`src/rtl/alu_muldiv.sv`:
```
// MIPS EX-stage ALU: single-cycle logic/arith ops on ALURes/zero, plus an
// iterative mul/div unit (one bit per cycle) writing internal HI/LO, read back
// through the mfhi/mflo codes. The controller stalls on busy.
module alu_muldiv #(
   parameter int WIDTH = 32
) (
   input  logic             clk,
   input  logic             reset_n,
   input  logic [WIDTH-1:0] input1,
   input  logic [WIDTH-1:0] input2,
   input  logic [3:0]       ALUCtr,
   input  logic             start,
   output logic [WIDTH-1:0] ALURes,
   output logic             zero,
   output logic             overflow,
   output logic             busy,
   output logic             done,
   output logic             div_zero
);

   localparam int CW = (WIDTH > 2) ? $clog2(WIDTH) : 1;
   localparam logic [CW-1:0] LAST = CW'(WIDTH - 1);

   localparam logic [3:0] OP_AND = 4'b0000, OP_OR = 4'b0001, OP_ADD = 4'b0010,
                          OP_SUB = 4'b0110, OP_NOR = 4'b1100, OP_SLT = 4'b0111,
                          OP_SLTU = 4'b1000, OP_MFHI = 4'b1110, OP_MFLO = 4'b1111,
                          OP_MULT = 4'b1001, OP_MULTU = 4'b1010,
                          OP_DIV = 4'b1011, OP_DIVU = 4'b1101;

   typedef enum logic {IDLE, RUN} state_t;

   // operation captured at the accepting edge; operands held as magnitudes
   typedef struct packed {
      logic             mul;
      logic             neg_a;
      logic             neg_b;
      logic             b_zero;
      logic [WIDTH-1:0] a_raw;
      logic [WIDTH-1:0] mag_b;
   } md_req_t;

   state_t           state;
   md_req_t          req;
   logic [CW-1:0]    cnt;
   logic [WIDTH-1:0] hi, lo;
   logic [WIDTH-1:0] hi_acc, lo_acc;

   logic             is_md, is_sgn, accept;
   logic [WIDTH-1:0] mag_a, mag_b;
   logic [WIDTH:0]   mul_sum, div_sh, div_trial;
   logic [WIDTH-1:0] nxt_hi, nxt_lo, fin_hi, fin_lo, quo, rem;
   logic [2*WIDTH-1:0] prod;
   logic [WIDTH-1:0] sum, diff;

   assign is_md  = (ALUCtr == OP_MULT) || (ALUCtr == OP_MULTU) ||
                   (ALUCtr == OP_DIV)  || (ALUCtr == OP_DIVU);
   assign is_sgn = (ALUCtr == OP_MULT) || (ALUCtr == OP_DIV);
   assign accept = start && is_md && (state == IDLE);
   assign mag_a  = (is_sgn && input1[WIDTH-1]) ? -input1 : input1;
   assign mag_b  = (is_sgn && input2[WIDTH-1]) ? -input2 : input2;

   // one iteration: shift-add for multiply, restoring step for divide
   always_comb begin
      mul_sum   = {1'b0, hi_acc} + (lo_acc[0] ? {1'b0, req.mag_b} : '0);
      div_sh    = {hi_acc, lo_acc[WIDTH-1]};
      div_trial = div_sh - {1'b0, req.mag_b};
      if (req.mul) begin
         nxt_hi = mul_sum[WIDTH:1];
         nxt_lo = {mul_sum[0], lo_acc[WIDTH-1:1]};
      end else if (!div_trial[WIDTH]) begin
         nxt_hi = div_trial[WIDTH-1:0];
         nxt_lo = {lo_acc[WIDTH-2:0], 1'b1};
      end else begin
         nxt_hi = div_sh[WIDTH-1:0];
         nxt_lo = {lo_acc[WIDTH-2:0], 1'b0};
      end
   end

   // sign fix-up applied to the last iteration's result; divide-by-zero override
   always_comb begin
      prod = {nxt_hi, nxt_lo};
      if (req.neg_a ^ req.neg_b) prod = -prod;
      quo = (req.neg_a ^ req.neg_b) ? -nxt_lo : nxt_lo;
      rem = req.neg_a ? -nxt_hi : nxt_hi;
      if (req.mul) begin
         fin_hi = prod[2*WIDTH-1:WIDTH];
         fin_lo = prod[WIDTH-1:0];
      end else if (req.b_zero) begin
         fin_hi = req.a_raw;
         fin_lo = '1;
      end else begin
         fin_hi = rem;
         fin_lo = quo;
      end
   end

   // single-cycle datapath, independent of the mul/div unit
   always_comb begin
      sum      = input1 + input2;
      diff     = input1 - input2;
      ALURes   = '0;
      overflow = 1'b0;
      case (ALUCtr)
         OP_AND:  ALURes = input1 & input2;
         OP_OR:   ALURes = input1 | input2;
         OP_NOR:  ALURes = ~(input1 | input2);
         OP_ADD: begin
            ALURes   = sum;
            overflow = (input1[WIDTH-1] == input2[WIDTH-1]) && (sum[WIDTH-1] != input1[WIDTH-1]);
         end
         OP_SUB: begin
            ALURes   = diff;
            overflow = (input1[WIDTH-1] != input2[WIDTH-1]) && (diff[WIDTH-1] != input1[WIDTH-1]);
         end
         OP_SLT:  ALURes = {{(WIDTH-1){1'b0}}, $signed(input1) < $signed(input2)};
         OP_SLTU: ALURes = {{(WIDTH-1){1'b0}}, input1 < input2};
         OP_MFHI: ALURes = hi;
         OP_MFLO: ALURes = lo;
         default: ALURes = '0;
      endcase
   end

   assign zero = (ALURes == '0);

   // mul/div FSM: IDLE accepts a start, RUN iterates WIDTH times then commits HI/LO
   always_ff @(posedge clk or negedge reset_n) begin
      if (!reset_n) begin
         state    <= IDLE;
         req      <= '0;
         cnt      <= '0;
         hi       <= '0;
         lo       <= '0;
         hi_acc   <= '0;
         lo_acc   <= '0;
         busy     <= 1'b0;
         done     <= 1'b0;
         div_zero <= 1'b0;
      end else begin
         done <= 1'b0;
         case (state)
            IDLE: begin
               if (accept) begin
                  req.mul    <= (ALUCtr == OP_MULT) || (ALUCtr == OP_MULTU);
                  req.neg_a  <= is_sgn && input1[WIDTH-1];
                  req.neg_b  <= is_sgn && input2[WIDTH-1];
                  req.b_zero <= (input2 == '0);
                  req.a_raw  <= input1;
                  req.mag_b  <= mag_b;
                  hi_acc     <= '0;
                  lo_acc     <= mag_a;
                  cnt        <= '0;
                  busy       <= 1'b1;
                  div_zero   <= 1'b0;
                  state      <= RUN;
               end
            end
            RUN: begin
               hi_acc <= nxt_hi;
               lo_acc <= nxt_lo;
               cnt    <= cnt + 1'b1;
               if (cnt == LAST) begin
                  hi       <= fin_hi;
                  lo       <= fin_lo;
                  done     <= 1'b1;
                  busy     <= 1'b0;
                  div_zero <= !req.mul && req.b_zero;
                  cnt      <= '0;
                  state    <= IDLE;
               end
            end
            default: state <= IDLE;
         endcase
      end
   end

endmodule

```
`config.mk`:
```
export PLATFORM = sky130hd
export DESIGN_NAME = alu_muldiv
export DESIGN_NICKNAME = d
export VERILOG_FILES = /design/src/rtl/alu_muldiv.sv
export SDC_FILE = /design/constraint.sdc
export NUM_CORES = 1
export LEC_CHECK = 0
export CAP_MARGIN = 10
export CORE_ASPECT_RATIO = 1.2
export CORE_MARGIN = 3
export CORE_UTILIZATION = 30
export CTS_BUF_LIST = sky130_fd_sc_hd__clkbuf_8 sky130_fd_sc_hd__clkbuf_16
export DETAILED_ROUTE_END_ITERATION = 12
export PLACE_DENSITY = 0.41
export SETUP_SLACK_MARGIN = 0.1
export SYNTH_ARGS = -nofsm -noshare
export SYNTH_HDL_FRONTEND = slang
export SYNTH_SLANG_ARGS = --single-unit
```
`constraint.sdc`:
```
create_clock -name clk -period 11.4 [get_ports clk]
set_clock_uncertainty 0.15 [all_clocks]
set_input_delay 2.28 -clock clk [delete_from_list [all_inputs] [get_ports clk]]
set_output_delay 2.28 -clock clk [all_outputs]
set_load 0.01 [all_outputs]
```
==> flow_summary.yaml, run 1 <==
timing:
  setup_tns_ns: 0
  hold_viol: 0
  max_freq_mhz: 93.7
  slew_viol_final: 0
  setup_viol_count_final: 0
  whs_ns: 0.334
  period_share_pct: 93.7
  min_period_ns: 10.68
  worst_slew_pin_slew_ns: 1.18
  slew_headroom_pct: 20.8
  rsz0062_at_grt: "false"
yosys:
  synth.distinct_cells: 101
  synth_commonest_cells: "nand2_1 (385), o21ai_0 (292), a21oi_1 (227), nor2_1 (216), dfrtp_1 (205)"
  synthAdderAreaFrac_pct: 9.91
  synth-main-ff-cell: "dfrtp_1"
  synth_area_leaders: "dfrtp_1 (22%), ha_1 (9.6%), o21ai_0 (6.4%), nand2_1 (6.3%), xnor2_1 (5.7%)"
  synth_top_family_by_area: "compound AO/OA/AOI/OAI gates"
  yosysWarnings: 0
  syn_area_sq_um: 22900
  synthSimpleGateAreaFrac_pct: 20.8
  syn_inst: 3035
  yosysMostFrequentCell: "nand2_1"
  synth_compound_area_share_pct: 30.2
  ys_seq_area_share_pct: 22.4
  syn_area_per_cell_sq_um: 7.55
  synth_mux_area_share_pct: 3.71
  synth_top_area_share_pct: 22.4
  yosys_register_bits: 205
  synth_top_area_cell: "dfrtp_1"
  syn_nets: 3285
  synth_xor_area_share_pct: 7.19
  synthArstFlopShare_pct: 100
  synth_edf_count: 0
critical_path:
  rr_worst_depth: 27
  crit_buf_inv: 4
  cp-end-kind: "primary output"
  path_cells: "clkdlybuf4s50_1 > inv_1 > ha_1 > a21oi_1 > o21bai_1 > a2111oi_0 > buf_4 > nor3_1 > o211ai_1 > a21oi_1 > o21ai_0 > a21oi_1 > a2bb2oi_1 > or3b_2 > or4b_1 > or4b_1 > nor3_1 > clkdlybuf4s50_1"
  slowest_stage: "a2111oi_0"
  crit_required_ns: 8.97
  regToRegStartpoint: "lo_acc[31]$_DFFE_PN0P_"
  crit_type: "input pin to primary output"
  critical_path_arrival_ns: 8.25
  cpMostUsedCell: "a21oi_1"
  worstPathMaxFanout: 6
  critPathLaunchType: "input pin"
  r2r_end: "hi[26]$_DFFE_PN0P_"
  cp_top_family: "compound AO/OA/AOI/OAI gates"
  rrSetupSlack_ns: 3.51
  cpPeakStageDelay_ns: 0.87
worst_hold_path:
  hold_start: "cnt[3]$_DFFE_PN0P_"
  hold-path-cell-count: 1
  min_to: "cnt[3]$_DFFE_PN0P_"
  worst_hold_path_type: "flop to flop"
drt:
  avgViaCountPerCell: 5.71
  routedWlPerCell_microns: 25.1
  drc_errors: 0
  vias: 23274
  finalWirelength_mm: 102
  dr.pass1.iters: 7
  drt_iter0_markers: 1731
  ant_nets: 0
grt:
  grtUsageTotal_pct: 24.9
  grt_pass1_vias: 23217
  met2_usage_pct: 42.7
  busiest_layer: "met2"
  grt_max_degree: 87
  antenna_found_initial: 2
  grt_pass1_wl_mm: 152
  gr-usage-met3_pct: 1.68
  met1_usage_pct: 33.7
  overflow: 0
clock_tree:
  root_buffer: "clkbuf_16"
  hold_buffers: 0
  clk_pin_slew_ns: 0.06
  cts_tree: "built"
  ctsResizeCount: 0
  clk_latency_ns: 0.54
  cts_made_buffers: 23
  cts_sinks: 205
  clk_path_buf_depth: 3
  cts.htree.levels: 1
  cts_setup_buffers: 0
finish:
  syn_to_final_growth_pct: 12.7
  multiInputGateArea_sq_um: 16500
  finalNonFillerCells: 4076
  nets: 3304
  final.fill_count: 8062
  seqCellArea_sq_um: 5140
  final_layout_size_suffix_gt1_share_pct: 5.64
floorplanning:
  start_util_pct: 30.4
  die_area_sq_um: 79700
  core.rowCount: 110
  ios: 108
  die_h_microns: 309
  chipWidth_microns: 258
  core_area_sq_um: 75300
placed_design:
  globalplace.congestion: 0.895
  hpwl_mm: 81.2
  io_buffers: 107
  dp.cells: 4037
power_and_ir_drop:
  peakVddDrop_mv: 0.149
  total_power_mw: 7.68
  p_per_area_nw_per_um2: 298
  p_leak_nw: 10.7
job:
  drv_cap: 0
run_status:
  run_status: "finished, final reports clean"
[state kept, by name, indices dropped and copies added (netlist names)]
name,count
req,68
hi,32
hi_acc,32
lo,32
lo_acc,32
cnt,5
busy,1
div_zero,1
done,1
state,1
[worst max path at each step]
stage / start / end / slack [ns] / cells after the start
detailed placement: input2[1] / zero / 0.66 / 19
finish: input2[1] / zero / 0.72 / 18
CTS: input2[1] / zero / 0.66 / 19
global route: input1[0] / zero / 0.34 / 19
global placement: input1[1] / zero / 0.72 / 19
floorplan: input1[0] / zero / 2.80 / 16
[cell families after synthesis]
group	after synthesis
buffers and inverters	339
multiplexers	83
flip-flops	205
adder cells (fa/ha/maj)	179
XOR/XNOR	188
AND/OR/NAND/NOR	1000
AO/OA/AOI/OAI	1041
[routing by layer]
metal | part of all wire (%) | routed length (microns)
met1 | 46 | 46800
met2 | 47 | 48100
met3 | 4.3 | 4390
met4 | 3.0 | 3060
met5 | 0 | 0
[through the flow]
stage	setup slack, ns	utilization (%)	area [sq um]
floorplan	2.80	-	22900
global placement	0.722	33.3	25000
detailed placement	0.663	33.3	25000
CTS	0.656	34.3	25800
global route	0.340	34.3	25800
finish	0.722	34.3	25800
[where the power goes]
group / total [mW] / switching [mW] / leakage (nW) / internal [mW]
Sequential: 1.31 / 0.317 / 2.49 / 0.995
Clock: 0.791 / 0.335 / 0.391 / 0.455
Combinational: 5.58 / 3.49 / 7.82 / 2.08
Total: 7.68 / 4.15 / 10.7 / 3.54
[placed cells by master, fill, tap and decap left out, types with 44 or more instances in the layout]
| cell | Yosys | routed |
|---|---|---|
| a21o_1 | 46 | 46 |
| nand3_1 | 58 | 58 |
| nor2_1 | 216 | 214 |
| and2_1 | 48 | 48 |
| nand2_1 | 385 | 384 |
| a21oi_1 | 227 | 227 |
| a31oi_1 | 44 | 44 |
| o211ai_1 | 50 | 50 |
| dfrtp_1 | 205 | 203 |
| buf_4 | 2 | 58 |
| clkdlybuf4s50_1 | 0 | 106 |
| ha_1 | 175 | 175 |
| o21ai_0 | 292 | 292 |
| inv_1 | 168 | 170 |
| xnor2_1 | 149 | 148 |
| nor3_1 | 63 | 63 |
| mux2i_1 | 68 | 68 |
[final cells by class]
class,instances,area share [%]
well taps,1008,4.89
clock buffers,30,2.60
repair buffers,165,5.86
multi-input cells,2491,64.0
flip-flops and latches,205,19.9
inverters,168,2.44
diodes,1,0.00970
clock inverters,8,0.344
[worst reg2reg max path, cell delays in order, from the launching register on]
cell and delay, ns:
dfrtp_1 0.32, buf_4 0.20, inv_1 0.08, ha_1 0.20
fa_1 0.41, nand2b_1 0.20, a21oi_2 0.24, o2111ai_2 0.33
a31o_2 0.43, a21oi_4 0.15, buf_4 0.32, o31ai_4 0.12
buf_4 0.23, inv_1 0.08, ha_1 0.18, nand2_1 0.18
nor4_1 0.69, nand2b_1 0.35, nor3_1 0.44, and3_1 0.53
and2_1 0.22, o21ai_1 0.08, buf_4 0.20, nor3_1 0.69
a31oi_1 0.21, xnor2_1 0.18, a22oi_1 0.20, a31oi_1 0.12
No activity file was read; power rests on OpenSTA's default activity.
==> run 2: changes to the inputs <==
CORE_UTILIZATION = 45   (was 30)
PLACE_DENSITY = 0.58   (was 0.41)
==> run 2 against run 1 <==
Core utilization rose by 16 points; hold slack worse by 0.0069 ns; die area is 33% lower; sequential power is essentially flat; fmax decreased by 0.41%; clock power fell by 3.2%; flip-flop and latch count did not move.
==> flow_summary.yaml, run 2 (same netlist as run 1, synthesis figures left out) <==
run_status:
  run_status: "finished, final reports clean"
job:
  drv_cap: 0
timing:
  setup_viol_count_final: 0
  max_freq_mhz: 93.3
  hold_viol: 0
  worst_slack_ns: 0.678
  period_share_pct: 94.1
  whs_ns: 0.327
  setup_tns_ns: 0
  min_period_ns: 10.72
  worst_slew_pin_slew_ns: 1.20
  rsz0062_at_grt: "false"
  slew_headroom_pct: 19.6
  slew_viol_final: 0
finish:
  final_common_cell: "nand2_1"
  final_cell_mix: "nand2_1 (384), o21ai_0 (292), a21oi_1 (227)"
  postLayoutCellArea_sq_um: 25200
  nets: 3291
  final_layout_size_suffix_gt1_share_pct: 5.21
  final_core_util_pct: 50.6
  syn_to_final_growth_pct: 10.1
  largest_reg_flops: 68
  final.fill_count: 4849
  n_antenna_cell: 0
  regMostFlops: "req"
drt:
  drt_iter0_markers: 2358
  routedWlPerCell_microns: 25.2
  ant_nets: 0
  drc_errors: 0
  dr.pass1.iters: 6
  finalWirelength_mm: 93.1
  avgViaCountPerCell: 6.47
  vias: 23861
grt:
  grtUsageTotal_pct: 33.8
  grt_pass1_vias: 23131
  grt_pass1_wl_mm: 141
  antenna_found_initial: 5
  grt_max_degree: 99
  overflow: 0
placed_design:
  pre_cts_ws_ns: 0.750
  io_buffers: 107
  globalplace.congestion: 0.978
  hpwl_mm: 73.1
  placed_area_sq_um: 24500
worst_hold_path:
  worst_hold_path_type: "flop to flop"
floorplanning:
  start_util_pct: 46.0
  core_area_sq_um: 49800
  chipWidth_microns: 212
  die_area_sq_um: 53700
  die_h_microns: 253
  core.rowCount: 89
  ios: 108
power_and_ir_drop:
  p_per_area_nw_per_um2: 299
  p_clk_share_pct: 10.2
  p_switching_mw: 4.05
  p_leak_nw: 10.6
  peakVddDrop_mv: 0.169
  p_int_mw: 3.48
  switching_share_pct: 53.8
  power_frac_comb_pct: 72.4
  seqPwrFrac_pct: 17.4
clock_tree:
  cts.htree.levels: 1
  clk_pin_slew_ns: 0.06
  ctsResizeCount: 0
  cts_sinks: 205
  cts_tree: "built"
  cts_made_buffers: 23
  root_buffer: "clkbuf_16"
  clk_latency_ns: 0.53
  cts_setup_buffers: 0
  clk_path_buf_depth: 3
  hold_buffers: 0
critical_path:
  slowest_stage: "o41ai_1"
  cpPeakStageDelay_ns: 0.65
  crit_required_ns: 8.97
  path_cells: "clkdlybuf4s50_1 > inv_1 > ha_1 > fa_1 > o21bai_1 > a21oi_1 > o41ai_1 > o311ai_1 > a31oi_1 > nand4_1 > a21oi_1 > o21ai_0 > xnor2_1 > a221o_1 > or3_1 > or4b_1 > nor3_1 > clkdlybuf4s50_1"
  critical_path_arrival_ns: 8.29
  crit_type: "input pin to primary output"
  worstPathMaxFanout: 7
  cp-end-kind: "primary output"
  cp_top_family: "compound AO/OA/AOI/OAI gates"
  critPathLaunchType: "input pin"
  crit_buf_inv: 3
run 2: final timing paths:
kind	start	endpoint	depth (start not counted)	slack, ns
min in group asynchronous	reset_n	req[34]$_DFFE_PN0P_	1	1.58
worst max-delay path	input1[0]	zero	18	0.68
worst min-delay path	cnt[3]$_DFFE_PN0P_	cnt[3]$_DFFE_PN0P_	1	0.33
worst max register to register	lo_acc[31]$_DFFE_PN0P_	hi[26]$_DFFE_PN0P_	25	4.13
max in group asynchronous	reset_n	hi_acc[25]$_DFFE_PN0P_	2	8.06
worst min register to register	cnt[3]$_DFFE_PN0P_	cnt[3]$_DFFE_PN0P_	1	0.33
run 2: power by group through the flow:
stage	sequential [mW]	clock, mW	combinational [mW]
global placement	1.31	0	5.25
CTS	1.30	0.775	5.35
finish	1.31	0.766	5.46
detailed placement	1.31	0	5.29
global route	1.35	0.800	5.95
floorplan	1.16	0	3.98
run 2: per-stage QoR:
stage / power, mW / std cells
6_report: 7.53 / 3690
3_3_place_gp: 6.55 / 3652
3_5_place_dp: 6.60 / 3652
2_1_floorplan: 5.14 / 3035
5_1_grt: 8.09 / 3690
4_1_cts: 7.42 / 3689
run 2: per-layer routing:
layer | track usage (%) | up-vias | part of all wire [%]
met5 | 0 | - | 0.024
met4 | 13.6 | 4 | 4.4
met3 | 3.72 | 180 | 7.1
met2 | 55.3 | 1046 | 46
met1 | 45.6 | 11542 | 43
li1 | - | 11089 | -
run 2: area by class of cell:
cell class	instances	area [sq um]	area share, %
Sequential cell	205	5140	20.4
Timing Repair Buffer	152	1410	5.60
Tap cell	637	797	3.16
Multi-Input combinational cell	2491	16500	65.4
Clock buffer	28	644	2.56
Inverter	168	631	2.50
Clock inverter	9	103	0.407
==> run 3: changes to the inputs <==
PLACE_DENSITY = unset   (was 0.58)
==> run 3 against run 2 <==
Clock-buffer cell count down 1; clock power rose by 0.8%; sequential share of layout area hardly changed; flip-flop and latch count is the same; total power decreased by 0.20%; critical endpoint unchanged.
==> flow_summary.yaml, run 3 (same netlist as run 1, synthesis figures left out) <==
floorplanning:
  chipWidth_microns: 212
  die_h_microns: 253
  core.rowCount: 89
  start_util_pct: 46.0
  core_area_sq_um: 49800
  ios: 108
  die_area_sq_um: 53700
grt:
  antenna_found_initial: 4
  overflow: 0
  grtUsageTotal_pct: 33.4
  grt_pass1_wl_mm: 140
  grt_max_degree: 82
  grt_pass1_vias: 22914
clock_tree:
  clk_latency_ns: 0.53
  cts.htree.levels: 1
  cts_tree: "built"
  cts_sinks: 205
  root_buffer: "clkbuf_16"
  cts_made_buffers: 23
  ctsResizeCount: 0
  cts_setup_buffers: 0
  clk_path_buf_depth: 3
  hold_buffers: 0
  clk_pin_slew_ns: 0.06
timing:
  setup_tns_ns: 0
  worst_slack_ns: 0.650
  worst_slew_pin_slew_ns: 1.22
  rsz0062_at_grt: "false"
  slew_viol_final: 0
  slew_headroom_pct: 18.1
  min_period_ns: 10.75
  setup_viol_count_final: 0
  hold_viol: 0
  max_freq_mhz: 93.0
  period_share_pct: 94.3
  whs_ns: 0.334
power_and_ir_drop:
  peakVddDrop_mv: 0.171
  p_per_area_nw_per_um2: 298
  total_power_mw: 7.52
  p_leak_nw: 10.6
finish:
  seqCellArea_sq_um: 5140
  final_cell_mix: "nand2_1 (385), o21ai_0 (292), a21oi_1 (227)"
  final_common_cell: "nand2_1"
  final_layout_size_suffix_gt1_share_pct: 5.27
  largest_reg_flops: 68
  nets: 3290
  final.fill_count: 4957
  final_core_util_pct: 50.7
  syn_to_final_growth_pct: 10.1
  n_antenna_cell: 0
  regMostFlops: "req"
  finalNonFillerCells: 3692
  postLayoutCellArea_sq_um: 25200
  multiInputGateArea_sq_um: 16500
critical_path:
  critPathLaunchType: "input pin"
  crit_type: "input pin to primary output"
  worstPathMaxFanout: 7
  rr_worst_depth: 25
  regToRegStartpoint: "lo_acc[31]$_DFFE_PN0P_"
  crit_required_ns: 8.97
  crit_start: "input1[0]"
  critical_path_arrival_ns: 8.32
  cp-end-kind: "primary output"
drt:
  ant_nets: 0
  drt_iter0_markers: 2421
  avgViaCountPerCell: 6.41
  dr.pass1.iters: 7
  drc_errors: 0
  vias: 23681
  finalWirelength_mm: 92.2
  routedWlPerCell_microns: 25.0
placed_design:
  hpwl_mm: 72.3
  placed_area_sq_um: 24500
  dp.cells: 3652
  pre_cts_ws_ns: 0.779
  globalplace.congestion: 0.952
  io_buffers: 107
worst_hold_path:
  hold-path-cell-count: 2
  worst_hold_path_type: "flop to flop"
  hold_start: "req[54]$_DFFE_PN0P_"
job:
  drv_cap: 0
run_status:
  run_status: "finished, final reports clean"
==> run 3: report_power, final <==
part	switching [mW]	internal [mW]	leakage, nW
sequential	0.314	0.995	2.49
clock	0.329	0.443	0.379
combinational	3.41	2.03	7.75
==> run 3: path summary, 6_finish.rpt <==
path | endpoint | slack, ns
setup / recovery | zero | 0.65
max in group asynchronous | hi_acc[27]$_DFFE_PN0P_ | 8.09
min in group asynchronous | req[35]$_DFFE_PN0P_ | 1.60
hold reg to reg | req[54]$_DFFE_PN0P_ | 0.33
setup reg to reg | hi[26]$_DFFE_PN0P_ | 3.87
hold / removal | req[54]$_DFFE_PN0P_ | 0.33
==> run 3: worst max-delay path, cell delays in order <==
cell	delay, ns
clkdlybuf4s50_1	0.57
inv_1	0.17
ha_1	0.26
fa_1	0.41
o21bai_1	0.20
a21oi_1	0.16
o41ai_1	0.74
o311ai_1	0.35
a31oi_1	0.34
nand4_1	0.21
a21oi_1	0.28
o21ai_0	0.20
xnor2_1	0.16
a221o_1	0.36
or3_1	0.36
or4b_1	0.54
nor3_1	0.16
clkdlybuf4s50_1	0.57
==> run 3: layout make-up <==
class,instances,area share [%]
multi-input combinational,2491,65.4
sequential,205,20.4
timing repair buffer,151,5.58
tap,637,3.16
clock buffer,27,2.50
inverter,168,2.50
clock inverter,13,0.531
==> run 3: per-layer routing <==
metal	wire, microns	vias to the layer above	track usage (%)
met5	11	-	0
met2	42300	984	54.7
met3	5780	175	2.85
met1	40200	11421	46.1
met4	3840	2	12.5
li1	-	11099	-
